`config.mk`:
```
export PLATFORM = sky130hd
export DESIGN_NAME = lcd_mem_arbiter
export DESIGN_NICKNAME = d
export VERILOG_FILES = /design/src/rtl/lcd_mem_arbiter.sv
export SDC_FILE = /design/constraint.sdc
export NUM_CORES = 1
export LEC_CHECK = 0
export ABC_AREA = 1
export BUFFER_PORTS_ARGS = -buffer_cell sky130_fd_sc_hd__buf_4
export CORE_ASPECT_RATIO = 0.8
export CORE_MARGIN = 1.5
export CORE_UTILIZATION = 45
export CTS_BUF_LIST = sky130_fd_sc_hd__clkbuf_4 sky130_fd_sc_hd__clkbuf_8 sky130_fd_sc_hd__clkbuf_16
export CTS_CLUSTER_SIZE = 24
export DETAILED_ROUTE_END_ITERATION = 6
export PLACE_DENSITY = 0.76
export SLEW_MARGIN = 20
export SYNTH_ARGS = -nofsm -noshare
export SYNTH_HDL_FRONTEND = slang
export SYNTH_SLANG_ARGS = --single-unit
```
`constraint.sdc`:
```
create_clock -name LCD_ARB_CLK -period 1.8 [get_ports LCD_ARB_CLK]
set_clock_uncertainty 0.15 [all_clocks]
set_input_delay 0.36 -clock LCD_ARB_CLK [delete_from_list [all_inputs] [get_ports LCD_ARB_CLK]]
set_output_delay 0.36 -clock LCD_ARB_CLK [all_outputs]
set_load 0.01 [all_outputs]
```
`src/rtl/lcd_mem_arbiter.sv`:
```
// rtl/lcd_mem_arbiter.sv - round-robin arbiter sharing the LCD display RAM between one reader and two writers
// Optional read-hold timeout enabled by defining LCD_ARB_TIMEOUT_EN.

module lcd_mem_arbiter #(
    parameter int ADDR_W       = 9,
    parameter int DATA_W       = 8,
    parameter int RD_LATENCY   = 1,
    parameter int HOLD_TIMEOUT = 1024
) (
    input  logic              LCD_ARB_CLK,
    input  logic              LCD_ARB_RESET_N,
    input  logic              RD_REQ,
    input  logic [ADDR_W-1:0] RD_ADDR,
    output logic [DATA_W-1:0] RD_DATA,
    output logic              RD_DATA_ENABLED,
    input  logic              WA_REQ,
    input  logic [ADDR_W-1:0] WA_ADDR,
    input  logic [DATA_W-1:0] WA_DATA,
    output logic              WA_ACK,
    input  logic              WB_REQ,
    input  logic [ADDR_W-1:0] WB_ADDR,
    input  logic [DATA_W-1:0] WB_DATA,
    output logic              WB_ACK,
    output logic [ADDR_W-1:0] MEM_ADDR,
    output logic [DATA_W-1:0] MEM_WDATA,
    output logic              MEM_WE,
    input  logic [DATA_W-1:0] MEM_RDATA,
    output logic [1:0]        ARB_STATE,
    output logic              ARB_TIMEOUT_ERR
);

    typedef enum logic [1:0] {
        IDLE    = 2'd0,
        RD_WAIT = 2'd1,
        RD_HOLD = 2'd2,
        WR      = 2'd3
    } state_t;

    localparam int CNT_W = 2;

    state_t              state_q;
    logic [1:0]          last_q;
    logic [CNT_W-1:0]    lat_cnt_q;
    logic [DATA_W-1:0]   rd_data_q;
    logic                rd_en_q;
    logic                wa_ack_q;
    logic                wb_ack_q;
    logic [ADDR_W-1:0]   mem_addr_q;
    logic [DATA_W-1:0]   mem_wdata_q;
    logic                mem_we_q;

    logic                grant_vld_d;
    logic [1:0]          winner_d;

`ifdef LCD_ARB_TIMEOUT_EN
    localparam int HOLD_W = $clog2(HOLD_TIMEOUT + 1);
    logic [HOLD_W-1:0]   hold_cnt_q;
    logic                tmo_err_q;
`endif

    // Requester 0=RD, 1=WA, 2=WB; search starts just after the last winner.
    always_comb begin
        grant_vld_d = RD_REQ | WA_REQ | WB_REQ;
        winner_d    = 2'd0;
        case (last_q)
            2'd0:    winner_d = WA_REQ ? 2'd1 : (WB_REQ ? 2'd2 : 2'd0);
            2'd1:    winner_d = WB_REQ ? 2'd2 : (RD_REQ ? 2'd0 : 2'd1);
            default: winner_d = RD_REQ ? 2'd0 : (WA_REQ ? 2'd1 : 2'd2);
        endcase
    end

    always_ff @(posedge LCD_ARB_CLK or negedge LCD_ARB_RESET_N) begin
        if (!LCD_ARB_RESET_N) begin
            state_q     <= IDLE;
            last_q      <= 2'd2;
            lat_cnt_q   <= '0;
            rd_data_q   <= '0;
            rd_en_q     <= 1'b0;
            wa_ack_q    <= 1'b0;
            wb_ack_q    <= 1'b0;
            mem_addr_q  <= '0;
            mem_wdata_q <= '0;
            mem_we_q    <= 1'b0;
`ifdef LCD_ARB_TIMEOUT_EN
            hold_cnt_q  <= '0;
            tmo_err_q   <= 1'b0;
`endif
        end else begin
            wa_ack_q <= 1'b0;
            wb_ack_q <= 1'b0;
            mem_we_q <= 1'b0;
            case (state_q)
                IDLE: begin
                    if (grant_vld_d) begin
                        last_q <= winner_d;
                        case (winner_d)
                            2'd0: begin
                                mem_addr_q <= RD_ADDR;
                                lat_cnt_q  <= CNT_W'(RD_LATENCY - 1);
                                state_q    <= RD_WAIT;
                            end
                            2'd1: begin
                                mem_addr_q  <= WA_ADDR;
                                mem_wdata_q <= WA_DATA;
                                mem_we_q    <= 1'b1;
                                wa_ack_q    <= 1'b1;
                                state_q     <= WR;
                            end
                            default: begin
                                mem_addr_q  <= WB_ADDR;
                                mem_wdata_q <= WB_DATA;
                                mem_we_q    <= 1'b1;
                                wb_ack_q    <= 1'b1;
                                state_q     <= WR;
                            end
                        endcase
                    end
                end
                WR: state_q <= IDLE;
                RD_WAIT: begin
                    if (lat_cnt_q == '0) begin
                        // Data is captured even for an abandoned read; only the enable is withheld.
                        rd_data_q <= MEM_RDATA;
                        if (RD_REQ) begin
                            rd_en_q <= 1'b1;
                            state_q <= RD_HOLD;
`ifdef LCD_ARB_TIMEOUT_EN
                            hold_cnt_q <= '0;
`endif
                        end else begin
                            state_q <= IDLE;
                        end
                    end else begin
                        lat_cnt_q <= lat_cnt_q - 1'b1;
                    end
                end
                RD_HOLD: begin
                    if (!RD_REQ) begin
                        rd_en_q <= 1'b0;
                        state_q <= IDLE;
                    end
`ifdef LCD_ARB_TIMEOUT_EN
                    else if (hold_cnt_q == HOLD_W'(HOLD_TIMEOUT - 1)) begin
                        rd_en_q   <= 1'b0;
                        tmo_err_q <= 1'b1;
                        state_q   <= IDLE;
                    end else begin
                        hold_cnt_q <= hold_cnt_q + 1'b1;
                    end
`endif
                end
                default: state_q <= IDLE;
            endcase
        end
    end

    assign RD_DATA         = rd_data_q;
    assign RD_DATA_ENABLED = rd_en_q;
    assign WA_ACK          = wa_ack_q;
    assign WB_ACK          = wb_ack_q;
    assign MEM_ADDR        = mem_addr_q;
    assign MEM_WDATA       = mem_wdata_q;
    assign MEM_WE          = mem_we_q;
    assign ARB_STATE       = state_q;
`ifdef LCD_ARB_TIMEOUT_EN
    assign ARB_TIMEOUT_ERR = tmo_err_q;
`else
    assign ARB_TIMEOUT_ERR = 1'b0;
`endif

endmodule

```
==> Yosys cells after proc, flatten, opt, wreduce, memory -nomap -nowiden <==
Index checks and enable logic that the tools add are counted.
{ "classes": {"n_eq_ne": 11, "bitwise": 3, "n_addsub": 1, "mux": 32, "n_reduce_logical": 13} }
{ "ops": {"columns": ["operator", "count"], "rows": [
  ["2-bit 2-to-1 mux", 13],
  ["9-bit case mux with 2 select lines", 1],
  ["8-bit case mux with 2 select lines", 1],
  ["1-bit 2-to-1 mux", 13],
  ["2-bit inequality test (second input constant)", 5],
  ["2-bit zero test", 4],
  ["2-bit case mux with 2 select lines", 2],
  ["2-bit case mux with 4 select lines", 1],
  ["4-bit AND reduction", 2],
  ["2-bit by 1-bit == test with 1-bit output (second input constant)", 3],
  ["3-bit AND reduction", 2],
  ["2-bit == test (second input constant)", 2],
  ["2-bit AND reduction", 2],
  ["2-bit nonzero test", 2],
  ["2-bit by 1-bit inequality test with 1-bit output (second input constant)", 1],
  ["1-bit OR", 2],
  ["1-bit case mux with 2 select lines", 1],
  ["2-bit OR reduction", 1],
  ["2-bit by 1-bit subtractor with 2-bit output (second input constant)", 1],
  ["1-bit NOT", 1]
]} }
{ "totals": {"input_bits": 56, "ff_bits": 35, "wordCells": 70} }

==> Logic depth before layout (Yosys ltp) <==
{ "logic_depth": {"depth_word": 8, "depth_mapped": 11} }

==> Worst setup path after synthesis <==
Ideal clock, no wire load.
{ "synth_path": {"path_kind": "flip-flop to flip-flop", "from": "register last_q[1]", "to": "register mem_wdata_q[1] (netlist: MEM_WDATA[1])", "path_slack_ns": 0.274, "path_stages_with_launch": 7, "required_time_ns": 1.527, "t_arrival_ns": 1.253, "n_path_buf": 1, "cell_sequence": "dfstp_2 -> inv_1 -> nand3_1 -> nand3_4 -> buf_2 -> o21ai_0 -> o21ai_2"} }
{ "synth_via": {"elab_chain_cells": 5} }
{ "synth_rtl": {"columns": ["element", "line_no", "text"], "rows": [
  ["from (decl)", "42", "logic [1:0] last_q;"],
  ["from (signal assigned)", "95", "last_q <= winner_d;"],
  ["2-bit by 1-bit == test with 1-bit output / 2-bit zero test (equally long branches)", "65", "case (last_q)"],
  ["2-bit case mux with 2 select lines (*)", "65", null],
  ["branches (longest 3 deep; another with 8-bit case mux with 2 select lines)", null, null],
  ["to (signal assigned)", "82", "mem_wdata_q <= '0;"],
  ["to (signal assigned)", "104", "mem_wdata_q <= WA_DATA;"],
  ["to (signal assigned)", "111", "mem_wdata_q <= WB_DATA;"],
  ["to (decl)", "49", "logic [DATA_W-1:0] mem_wdata_q;"]
]} }
Every way passes the cells marked *.
A chain may end at the register's enable or synchronous reset.

==> Worst setup path after layout <==
{ "layout_path": {"from": "register last_q[1]", "to": "register mem_wdata_q[6] (netlist: MEM_WDATA[6])"} }
The elaborated chain is that of the path after synthesis.

==> flow_metrics.env <==
export IMPL_synth_commonest_cells="47 x nand2_1, 34 x dfrtp_1, 29 x nor2_1, 27 x inv_1, 14 x nand3_1"
export IMPL_timing_rr_end="MEM_WDATA[6]$_DFFE_PN0P_"
export IMPL_hold_viol_final=0
export IMPL_min_period_ns=1.657
export IMPL_io_pin_count=88
export IMPL_grt_max_degree=36
export IMPL_power_density_nw_per_um2=1575
export IMPL_end_kind="flop"
export IMPL_max_freq_ghz=0.6036
export IMPL_path_clk_slew_ns=0.07
export IMPL_synthesis_area_sq_um=1833
export IMPL_antenna_found_initial=0
export IMPL_whs_path_depth=2
export IMPL_clock_sinks=35
export IMPL_yosys_most_used_dff="dfrtp_1"
export IMPL_synthCells=220
export IMPL_drtAntennaViolNets=0
export IMPL_rsz0062_at_grt="false"
export IMPL_yosysSeqAreaShare=0.4785
export IMPL_die_height_um=60.09
export IMPL_cts_tree="yes"
export IMPL_worst_setup_path_type="reg -> reg"
export IMPL_worstSkewPairLatency_ns=0.28
export IMPL_postSynthAreaPerCell_sq_um=8.332
export IMPL_grt_pass1_vias=1497
export IMPL_cts_buffers=5
export IMPL_dieArea_sq_um=4468
export IMPL_initial_utilization=0.4756
export IMPL_rows=20
export IMPL_cp_required_ns=1.82
export IMPL_first_pass_iters=4
export IMPL_die_x_um=74.36
export IMPL_final_nets=367
export IMPL_ys_async_sr_fraction=1.000
export IMPL_drive_gt1_frac=0.4277
export IMPL_setup_tns_ns=0
export IMPL_num_vias=1668
export IMPL_regToRegStartpoint="last_q[1]$_DFFE_PN1P_"
export IMPL_grt_pass1_wl_um=6410
export IMPL_wl_met2_um=1776
export IMPL_viasPerCell=4.557
export IMPL_drt_total_wl_um=3979
export IMPL_grt_usage=0.1943
export IMPL_min_path_type="in -> reg"
export IMPL_setup_viol=0
export IMPL_status="finished, final reports clean"
export IMPL_rrSetupSlack_ns=0.14
export IMPL_antenna_cells=0
export IMPL_postCtsSetupBuffers=0
export IMPL_clockBufferDepth=2
export IMPL_synth_most_common_cell="nand2_1"
export IMPL_hpwl_um=3058
export IMPL_worstPathMaxFanout=20
export IMPL_layout_area_seq_sq_um=877.1
export IMPL_drc=0
export IMPL_peakVddDrop_uv=741.1
export IMPL_area_delta_synth_final_pct=42.18
export IMPL_drv_cap=0
export IMPL_synth_edf_count=0
export IMPL_gp_congestion=0.8062
export IMPL_yosysWarnings=0
export IMPL_synthTopCellsByArea="dfrtp_1 46%, nand2_1 9.6%, nor2_1 5.9%"
export IMPL_grt_ovfl_total=0
export IMPL_wire_per_inst_um=10.87
export IMPL_whs_ns=0.1517
export IMPL_final_max_slew_viol_count=0
export IMPL_synth_top_area_frac=0.4642
export IMPL_clockRootBuffer="clkbuf_8"
export IMPL_cellLeakagePower_nw=1.399
export IMPL_wl_met3_um=340
export IMPL_top_layer="met4"
export IMPL_drt_iter0_drc=56
export IMPL_synth_cell_type_count=28
export IMPL_critPathLaunchType="flop"
export IMPL_synth_largest_area_cell="dfrtp_1"
export IMPL_r2r_cells=6
export IMPL_portBuffers=86
export IMPL_critPathArrivalTime_ns=1.68
export IMPL_worstHoldStart="MEM_RDATA[6]"
export IMPL_fin_crit_sh=0.9205
export IMPL_cts_htree_levels=2
export IMPL_synth_nets=277
export IMPL_core_sq_um=3854
export IMPL_met1_length_um=1806
export IMPL_multi_input_area_sq_um=772.0
export IMPL_num_fill_cells=362
export IMPL_synth_seq_cells=35
export IMPL_holdPathEnd="RD_DATA[6]$_DFFE_PN0P_"
[sequential cells by signal, indices dropped and copies added (netlist names)]
| name | cells |
|---|---|
| MEM_ADDR | 9 |
| MEM_WDATA | 8 |
| RD_DATA | 8 |
| ARB_STATE | 2 |
| last_q | 2 |
| lat_cnt_q | 2 |
| MEM_WE | 1 |
| RD_DATA_ENABLED | 1 |
| WA_ACK | 1 |
| WB_ACK | 1 |
[logic make-up (layout without fill, tap and decap cells)]
group                    after synthesis  count (layout)  synth area share
AO/OA/AOI/OAI                         25              25           0.08601
other                                  1               1          0.002046
multiplexers                           8               8           0.04915
flip-flops                            35              35            0.4785
AND/OR/NAND/NOR                      111             111            0.2771
buffers and inverters                 39             130            0.1003
adder cells (fa/ha/maj)                1               1          0.006825
[final cells by class]
cell class                 count  area share
tap                           55     0.02640
inverter                      31     0.04561
clock buffer                   5     0.02640
clock inverter                 3    0.005761
sequential                    35      0.3365
multi-input combinational    146      0.2962
timing repair buffer          91      0.2631
[per-layer routing]
metal  global-route usage  vias to the layer above
met5                    0                        -
met4              0.08571                        0
met3              0.06577                        4
met2               0.3125                       62
met1               0.2376                      738
li1                     -                      864
[repair_timing]
item | CTS | global route
hold endpoints to repair | 34 | 0
hold buffers | 1 | 0
gates resized for setup | 0 | 0
[worst max path at each step]
| stage | end | depth (start not counted) | slack (ns) | startpoint |
|---|---|---|---|---|
| 3_5_place_dp | MEM_WDATA[6]$_DFFE_PN0P_ | 6 | 0.14 | last_q[1]$_DFFE_PN1P_ |
| 6_report | MEM_WDATA[6]$_DFFE_PN0P_ | 6 | 0.14 | last_q[1]$_DFFE_PN1P_ |
| 5_1_grt | MEM_WDATA[0]$_DFFE_PN0P_ | 6 | 0.008 | last_q[1]$_DFFE_PN1P_ |
| 3_3_place_gp | MEM_WDATA[6]$_DFFE_PN0P_ | 10 | 0.15 | WB_REQ |
| 2_1_floorplan | MEM_WDATA[1]$_DFFE_PN0P_ | 6 | 0.27 | last_q[1]$_DFFE_PN1P_ |
| 4_1_cts | MEM_WDATA[6]$_DFFE_PN0P_ | 6 | 0.13 | last_q[1]$_DFFE_PN1P_ |
[critical path, cell delays in order (launching register included)]
cell and delay, ns:
dfstp_2 0.57, inv_1 0.06, nand3_1 0.10, nand3_4 0.13, buf_4 0.23, o21ai_0 0.22, o21ai_2 0.08
[through the flow]
step,setup slack [ns],utilization,cell area (sq um),std cells,total power [mW]
CTS,0.1284,0.6763,2606,366,4.154
global placement,0.1495,0.6519,2512,357,3.543
global route,0.007637,0.6763,2606,366,4.478
floorplan,0.2736,-,1833,220,2.787
finish,0.1432,0.6763,2606,366,4.106
detailed placement,0.1360,0.6519,2512,357,3.603
[layout by cell type, fill, tap and decap left out, drive strengths merged]
cell type,Yosys,final
conb,1,1
nand3,16,16
nor3,7,7
inv,31,31
dlygate4sd3,0,1
mux2,8,8
o211ai,1,1
nand2,55,55
dfstp,1,1
or2,2,2
a21oi,3,3
o21ai,21,21
buf,8,90
nor2,31,31
ha,1,1
clkinv,0,3
dfrtp,34,34
clkbuf,0,5
[report_power, final]
group | switching (mW) | internal [mW] | total, mW
Sequential | 0.210 | 1.18 | 1.39
Combinational | 1.15 | 1.03 | 2.18
Clock | 0.280 | 0.265 | 0.544
(Power assumes the default switching activity.)
